==> src/rtl/parking_slot_ctrl.sv <==
// -----------------------------------------------------------------------------
// parking_slot_ctrl
// 16-slot parking controller. Entry and exit requests are arbitrated
// round-robin, checked against a table of parked vehicle numbers, and answered
// with a one-cycle ack (plus err on rejection). A granted request opens the
// matching gate for GATE_CYCLES clocks.
//
// Optional feature macro: PARK_STATS_EN
//   defined   -> rej_cnt counts rejections, saturating at 255
//   undefined -> rej_cnt is tied to 0 and no counter is built
// -----------------------------------------------------------------------------
module parking_slot_ctrl #(
    parameter int             N           = 4,
    parameter logic [N-1:0]   PASSWORD    = 4'b0011,
    parameter int             GATE_CYCLES = 4
) (
    input  logic         clk,
    input  logic         rst_n,
    input  logic         ent_req,
    input  logic [N-1:0] ent_vn,
    input  logic [N-1:0] ent_pw,
    input  logic         ext_req,
    input  logic [N-1:0] ext_vn,
    output logic         ent_ack,
    output logic         ext_ack,
    output logic         err,
    output logic         ent_gate,
    output logic         ext_gate,
    output logic [3:0]   slot,
    output logic [4:0]   count,
    output logic         full,
    output logic         empty,
    output logic [7:0]   rej_cnt
);

    typedef enum logic [1:0] {
        IDLE   = 2'd0,
        CHECK  = 2'd1,
        GATE   = 2'd2,
        REJECT = 2'd3
    } state_t;

    localparam logic [7:0] GATE_LAST = 8'(GATE_CYCLES - 1);

    state_t       state_q, state_d;

    // Latched request
    logic         req_ext_q;
    logic [N-1:0] vn_q;
    logic [N-1:0] pw_q;
    logic         last_ext_q;   // type served most recently (1 = exit)

    // Slot table
    logic [15:0]  tbl_valid_q;
    logic [N-1:0] tbl_vn_q [16];
    logic [4:0]   count_q;
    logic [3:0]   slot_q;
    logic [7:0]   gate_cnt_q;

    // Lookup / decision signals
    logic         hit;
    logic [3:0]   hit_idx;
    logic [3:0]   free_idx;
    logic         grant;
    logic         pick_ext;
    logic         first_gate;

    assign full  = (count_q == 5'd16);
    assign empty = (count_q == 5'd0);
    assign count = count_q;
    assign slot  = slot_q;

    // Round-robin choice: exit wins unless entry is also pending and exit went last
    assign pick_ext = ext_req && (!ent_req || !last_ext_q);

    // Table search: matching valid entry and lowest-index free slot
    always_comb begin
        // NOTE: every combinational output gets a default first, so no path leaves it unassigned and no latch is inferred.
        hit      = 1'b0;
        hit_idx  = 4'd0;
        free_idx = 4'd0;
        // Descending scan so the last write is the lowest index
        for (int i = 15; i >= 0; i--) begin
            if (tbl_valid_q[i] && (tbl_vn_q[i] == vn_q)) begin
                hit     = 1'b1;
                hit_idx = 4'(i);
            end
            if (!tbl_valid_q[i]) begin
                free_idx = 4'(i);
            end
        end
    end

    // Accept/reject decision for the latched request
    always_comb begin
        if (req_ext_q) begin
            grant = hit;
        end else begin
            grant = (pw_q == PASSWORD) && !full && !hit;
        end
    end

    // State register
    always_ff @(posedge clk or negedge rst_n) begin
        // NOTE: clocked state uses non-blocking assignments so every register samples pre-edge values.
        if (!rst_n) begin
            state_q <= IDLE;
        end else begin
            state_q <= state_d;
        end
    end

    // Next-state logic
    always_comb begin
        state_d = state_q;
        unique case (state_q)
            IDLE:    if (ent_req || ext_req) state_d = CHECK;
            CHECK:   state_d = grant ? GATE : REJECT;
            GATE:    if (gate_cnt_q == 8'd0) state_d = IDLE;
            REJECT:  state_d = IDLE;
            default: state_d = IDLE;
        endcase
    end

    // Outputs decoded from state; ack is the first GATE cycle or the REJECT cycle
    always_comb begin
        first_gate = (state_q == GATE) && (gate_cnt_q == GATE_LAST);
        ent_ack    = (first_gate || (state_q == REJECT)) && !req_ext_q;
        ext_ack    = (first_gate || (state_q == REJECT)) &&  req_ext_q;
        err        = (state_q == REJECT);
        ent_gate   = (state_q == GATE) && !req_ext_q;
        ext_gate   = (state_q == GATE) &&  req_ext_q;
    end

    // Capture the winning request while idle and remember which type was served
    always_ff @(posedge clk or negedge rst_n) begin
        if (!rst_n) begin
            req_ext_q  <= 1'b0;
            vn_q       <= '0;
            pw_q       <= '0;
            last_ext_q <= 1'b0;
        end else if ((state_q == IDLE) && (ent_req || ext_req)) begin
            req_ext_q  <= pick_ext;
            vn_q       <= pick_ext ? ext_vn : ent_vn;
            pw_q       <= ent_pw;
            last_ext_q <= pick_ext;
        end
    end

    // Gate hold timer: loaded on the decision, counts down through GATE
    always_ff @(posedge clk or negedge rst_n) begin
        if (!rst_n) begin
            gate_cnt_q <= 8'd0;
        end else if (state_q == CHECK) begin
            gate_cnt_q <= GATE_LAST;
        end else if ((state_q == GATE) && (gate_cnt_q != 8'd0)) begin
            gate_cnt_q <= gate_cnt_q - 8'd1;
        end
    end

    // Valid bits, occupancy and reported slot, updated as GATE is entered
    always_ff @(posedge clk or negedge rst_n) begin
        if (!rst_n) begin
            tbl_valid_q <= '0;
            count_q     <= 5'd0;
            slot_q      <= 4'd0;
        end else if (state_q == CHECK) begin
            if (!grant) begin
                slot_q <= 4'd0;
            end else if (req_ext_q) begin
                tbl_valid_q[hit_idx] <= 1'b0;
                count_q              <= count_q - 5'd1;
                slot_q               <= hit_idx;
            end else begin
                tbl_valid_q[free_idx] <= 1'b1;
                count_q               <= count_q + 5'd1;
                slot_q                <= free_idx;
            end
        end
    end

    // Vehicle numbers stored alongside the valid bits
    always_ff @(posedge clk) begin
        // NOTE: the vehicle-number storage has no reset; its contents are ignored until the valid bit is set.
        if ((state_q == CHECK) && grant && !req_ext_q) begin
            tbl_vn_q[free_idx] <= vn_q;
        end
    end

`ifdef PARK_STATS_EN
    logic [7:0] rej_cnt_q;

    // Saturating rejection counter, bumped as REJECT is entered
    always_ff @(posedge clk or negedge rst_n) begin
        if (!rst_n) begin
            rej_cnt_q <= 8'd0;
        end else if ((state_q == CHECK) && !grant && (rej_cnt_q != 8'hFF)) begin
            rej_cnt_q <= rej_cnt_q + 8'd1;
        end
    end

    assign rej_cnt = rej_cnt_q;
`else
    assign rej_cnt = 8'd0;
`endif

endmodule

==> config.mk <==
export PLATFORM = sky130hd
export DESIGN_NAME = parking_slot_ctrl
export DESIGN_NICKNAME = d
export VERILOG_FILES = /design/src/rtl/parking_slot_ctrl.sv
export SDC_FILE = /design/constraint.sdc
export NUM_CORES = 1
export LEC_CHECK = 0
export CAP_MARGIN = 10
export CORE_ASPECT_RATIO = 0.7
export CORE_UTILIZATION = 58
export DETAILED_ROUTE_END_ITERATION = 16
export DONT_BUFFER_PORTS = 1
export PLACE_DENSITY = 0.8
export SETUP_SLACK_MARGIN = 0.05
export SLEW_MARGIN = 10
export SYNTH_ARGS = -nofsm -noshare
export SYNTH_HDL_FRONTEND = slang
export SYNTH_SLANG_ARGS = --single-unit
==> constraint.sdc <==
create_clock -name clk -period 5.5 [get_ports clk]
set_clock_uncertainty 0.1 [all_clocks]
set_input_delay 0.825 -clock clk [delete_from_list [all_inputs] [get_ports clk]]
set_output_delay 0.825 -clock clk [all_outputs]
set_load 0.02 [all_outputs]
[Word level (Yosys, flattened, before mapping)]
Memory sizes are Yosys's and may differ from the RTL's.
Cells that the tools add are included.
W data, S select, Z words.
Storage, ports and cells
  output and inout bits: 24
  RAM bits: 64
  word-level logic and storage cells: 153
  bits of input ports: 16
  memories kept: 1
  register bits after elaboration: 44
Memory list
  tbl_vn_q: depth 16, width 4, read ports 16, clocked after Yosys merged registers in 0, wr ports 1, line 55  | logic [N-1:0] tbl_vn_q [16];
Cells by class
  bitwise operators: 3
  $lt $le $gt $ge: 4
  mux-type cells: 66
  eq/ne operators: 24
  $add $sub $neg: 3
  reductions and logical operators: 44
Operators by type and width (number)
  $mux W4: 35
  $eq A4 B4 Y1: 16
  $logic_and A1 B1 Y1: 30
  $mux W1: 22
  $and A16 B16 Y16: 1
  $mux W16: 1
  $mux W8: 2
  $not A16 Y16: 1
  $or A16 B16 Y16: 1
  $lt A4 B5 Y1 const B: 2
  $demux W1 S4: 2
  $eq A8 B2 Y1 const B: 1
  $ge A4 B1 Y1 const B: 2
  $logic_not A8 Y1: 1
  $pmux W2 S4: 1
  $reduce_bool A8 Y1: 1
  $sub A8 B1 Y8 const B: 1
  $add A5 B1 Y5 const B: 1
  $eq A5 B5 Y1 const B: 1
  $logic_not A5 Y1: 1
  $mux W5: 1
  $sub A5 B1 Y5 const B: 1
  $eq A2 B2 Y1 const B: 2
  $eq A4 B2 Y1 const B: 1
  other kinds (8): 16

[Depth between registers and ports, before layout]
An unclocked memory read counts as a cell.
  depth in word-level cells: 26
  gate-level depth with buffers: 10
  gate-level depth less buffers: 8

[Worst setup path before layout]
OpenSTA, ideal clock, no wires.
  path type: register to register
  start point: register vn_q[2]
  end point: memory tbl_vn_q[11][0] (enable)
  data required time: 5.063 ns
  stages on the path, launching flop included: 10
  arrival: 2.564 ns
  slack: 2.499 ns
  cell sequence: dfrtp_1 buf_4 xor2_1 nor3_1 and4b_1 buf_1 nor4_4 nand4_2 or4_1 nor2_1
Between the ends
  cells in the longest elaborated chain, start to end: 25
  elaborated cells between the ends (all ways): 55
  those cells by class: eq/ne (16); mux (19); reduce/logical (20)
Ends and longest elaborated chain
  from (decl): line 49  | logic [N-1:0] vn_q;
  from (signal assigned): line 144  | vn_q <= pick_ext ? ext_vn : ent_vn;
  $eq A4 B4 Y1: line 84  | if (tbl_valid_q[i] && (tbl_vn_q[i] == vn_q)) begin
  $logic_and A1 B1 Y1: line 84
  $mux W1 (15 in a row): line 84
  $mux W1 *: line 84
  $logic_not A1 Y1: line 99  | grant = (pw_q == PASSWORD) && !full && !hit;
  $logic_and A1 B1 Y1: line 99
  $mux W1 *: line 96  | if (req_ext_q) begin
  $logic_and A1 B1 Y1 * (2 in a row): line 185  | if ((state_q == CHECK) && grant && !req_ext_q) begin
  $mux W1 *: line 185
  $mux W1 (implied by the code) *: line 186  | tbl_vn_q[free_idx] <= vn_q;
  to (decl): line 55
Every way passes the cells marked *; elsewhere a longest branch is shown, timed or not.

[Final worst setup path]
  start point: register vn_q[1]
  end point: memory tbl_vn_q[13][3] (enable)
The elaborated chain is that of the path after synthesis.

==> summary.txt <==
Timing
  • Fmax: 0.269 GHz
  • Worst rel slew slack: 24.8%
  • Setup TNS: 0 ps
  • Final setup viols: 0
  • RSZ-0062 raised after global routing: no
  • Crit share post-route: about two thirds
  • Fin. Hold Viols: 0
  • Final min period: 3720 ps
  • Tightest Pin Transition: 1120 ps
  • Slew Limit Fails: 0

Setup path
  • WP data arrival: 3600 ps
  • Crit Path Max Fanout: 27
  • Startpoint types: flop
  • Worst r2r src: vn_q[1]
  • Crit path kind: reg2reg
  • CP endpoint kind: flop
  • Critical path data required time: 5380 ps
  • Reg2reg path depth: 7
  • Crit path from: vn_q[1]

Pwr
  • Sw Ratio: a little over a third
  • Power Density: 454 nW/um2
  • Switching power: 0.000979 W
  • Combinational power share: between 30 and 40%
  • Pint: ~0.0017 W
  • Seq pwr share: a little over two fifths
  • VDD IR max: just under 400 uV
  • Clock network fraction of total power: 25.6%
  • LEAKAGE: 2.32 nW

Clocking
  • Num CTS Buffers: 9
  • Post-cts hold buffer count: 0
  • Post-CTS Repair Setup Buffers: 0
  • Clock Tree Buf Depth: 2
  • CTS tree: built
  • Clk_lat worst skew: 350 ps
  • Root Driver: clkbuf_16
  • Clk sinks: 108
  • CTS resizes: 0
  • Clock transition at the registers of the reported paths: 70 ps
  • H-tree levels: 3

Detailed routing
  • Detailed-route via count: 3793
  • Via-to-Cell Ratio: 6.16
  • Drt wl/cell: between 15 and 20 um
  • DRC violations left: 0
  • Post-route ant nets: 0
  • DRT Pass-1 Iters: 5
  • Final Routed Wirelength: 12.2 mm
  • Initial DRC count: 360

Placed design
  • Final RePlAce weighted congestion: 0.967
  • HPWL Detailed: 8.78 mm
  • Number of port buffers: 0

Synth
  • Post-synth top flop: edfxtp_1
  • Register area share after synthesis: 53.8%
  • Synth top area share: between 30% and 40%
  • Synth warn: 0
  • Distinct cells, synth: 65
  • Cells after Synth: approximately 500
  • Yosys reg bits: 108
  • Mapped Avg Cell Area: 11.5 um2
  • Post-Syn Area: about 5600 um2
  • Post-synth EDFFs: 64
  • Synth async-reset ratio: 40.7%
  • Dominant cell type by area after synthesis: edfxtp_1
  • Top cells by area, synth: edfxtp_1 34%, dfrtp_1 20%, xor2_1 7.2%, xnor2_1 3.4%, nor2_1 2.9%

Layout
  • Final net count: approximately 500
  • Synthesis-to-finish area growth: 6.12%
  • Share of layout cells above drive strength 1: 8.54%
  • Fin util: 64.7%
  • Diodes inserted: 0

Global routing
  • Gr ovfl total: 0
  • Largest net degree at the start of global routing: 45
  • First-pass GRT wire length: 19.8 mm
  • Vias in the first global route: 3704
  • Antenna violations before repair: 0
  • GRT Util Overall: 26.1%

Die
  • Die ar.: 10100 um2
  • Die W: about 120 um
  • Die Y: between 80 and 90 um
  • Core area: 9220 um2
  • Io pins: 40
  • Row cnt: 29
  • Starting Density: 61.0%

Hold path
  • Hold Crit Class: in2async

Status
  • Status: finished, final reports clean

Flow run
  • Max Cap Viol: 0
## stage by stage
step	power (W)	cell area, um2	instances	hold WS, ps	worst slack (ps)
4_1_cts	0.00271	5960	616	57.5	1700
6_report	0.00271	5960	616	66.1	1780
3_3_place_gp	0.00197	5640	601	353	1850
2_1_floorplan	0.00186	5650	496	336	2500
3_5_place_dp	0.00203	5640	601	372	1710
5_1_grt	0.00285	5960	616	54.4	1460
## state kept, by name (all words and copies together), names as in the netlist
name         count
count            5
gate_cnt_q       8
last_ext_q       1
pw_q             4
slot             4
state_q          2
tbl_valid_q     16
tbl_vn_q        64
vn_q             4
## cells in the final DEF (no fill, tap or decap), drive strengths merged, types with 6 or more instances in the layout
cell type   n
clkbuf     10
nor4       17
o21ai      23
ha          6
mux2        7
nor2       44
conb        8
nor2b       7
a2bb2oi     8
nand2b     10
a21oi      13
dfrtp      44
nand3       8
nand2      36
xnor2      22
a31oi       8
nor3       16
xor2       46
inv        20
mux2i       6
nand4       8
edfxtp     64
## metal layers
metal / vias up / GRT usage, % / share of wire [%]
met5: - / 0 / 0
met4: 0 / 6.70 / 1.4
met3: 18 / 6.11 / 7.7
met2: 161 / 38.3 / 44
met1: 1879 / 39.2 / 47
li1: 1735 / - / -
## kinds of logic (layout without fill, tap and decap cells)
| family | count (synthesis) | after routing | share of synthesized area [%] |
|---|---|---|---|
| AND/OR/NAND/NOR | 169 | 169 | 17.1 |
| adder cells (fa/ha/maj) | 7 | 7 | 1.69 |
| XOR/XNOR | 68 | 68 | 10.6 |
| AO/OA/AOI/OAI | 81 | 81 | 9.60 |
| multiplexers | 13 | 13 | 2.47 |
| buffers and inverters | 42 | 38 | 4.68 |
| other | 1 | 8 | 0.0667 |
| flip-flops | 108 | 108 | 53.8 |
## power by group through the flow
stage | clock network (W) | logic [W] | registers (W)
floorplan | 0 | 0.000722 | 0.00114
global placement | 0 | 0.000780 | 0.00119
detailed placement | 0 | 0.000822 | 0.00121
CTS | 0.000702 | 0.000825 | 0.00119
global route | 0.000729 | 0.000915 | 0.00121
finish | 0.000693 | 0.000823 | 0.00119
## final timing paths
kind,to,slack (ps)
worst max-delay path,tbl_vn_q[13][3],1780
min in group clk,vn_q[2],390
max in group asynchronous,tbl_valid_q[14],5140
worst min-delay path,count[0],70
worst min register to register,vn_q[2],390
worst max register to register,tbl_vn_q[13][3],1780
## cell type report
type,count,area (um2)
Fill cell,706,3250
Sequential cell,108,3020
Multi-Input combinational cell,346,2360
Clock buffer,10,239
Tap cell,124,155
Clock inverter,5,85.1
Inverter,19,71.3
Timing Repair Buffer,4,30.0
## critical path, cell delays in order (launching register included)
cell     delay, ps
dfrtp_1       1050
buf_4          310
xnor2_1         90
and3_1         260
nor4_4         380
and4_4         320
nand4_1        200
nor3b_1        650
## cells in the mapped netlist (6+ instances only)
cell       number
xnor2_1        22
xor2_1         46
inv_1          18
nor3_1         16
nor4_1          9
a2bb2oi_1       7
o21ai_0        15
nand4_1         7
edfxtp_1       64
buf_4           9
o21ai_1         8
dfrtp_1        44
mux2i_1         6
a31oi_1         8
nor2b_1         7
mux2_2          6
nand2b_1       10
nand2_1        36
a21oi_1        13
nor2_1         43
nand3_1         8
ha_1            6
Power figures use the tool's default switching activity.
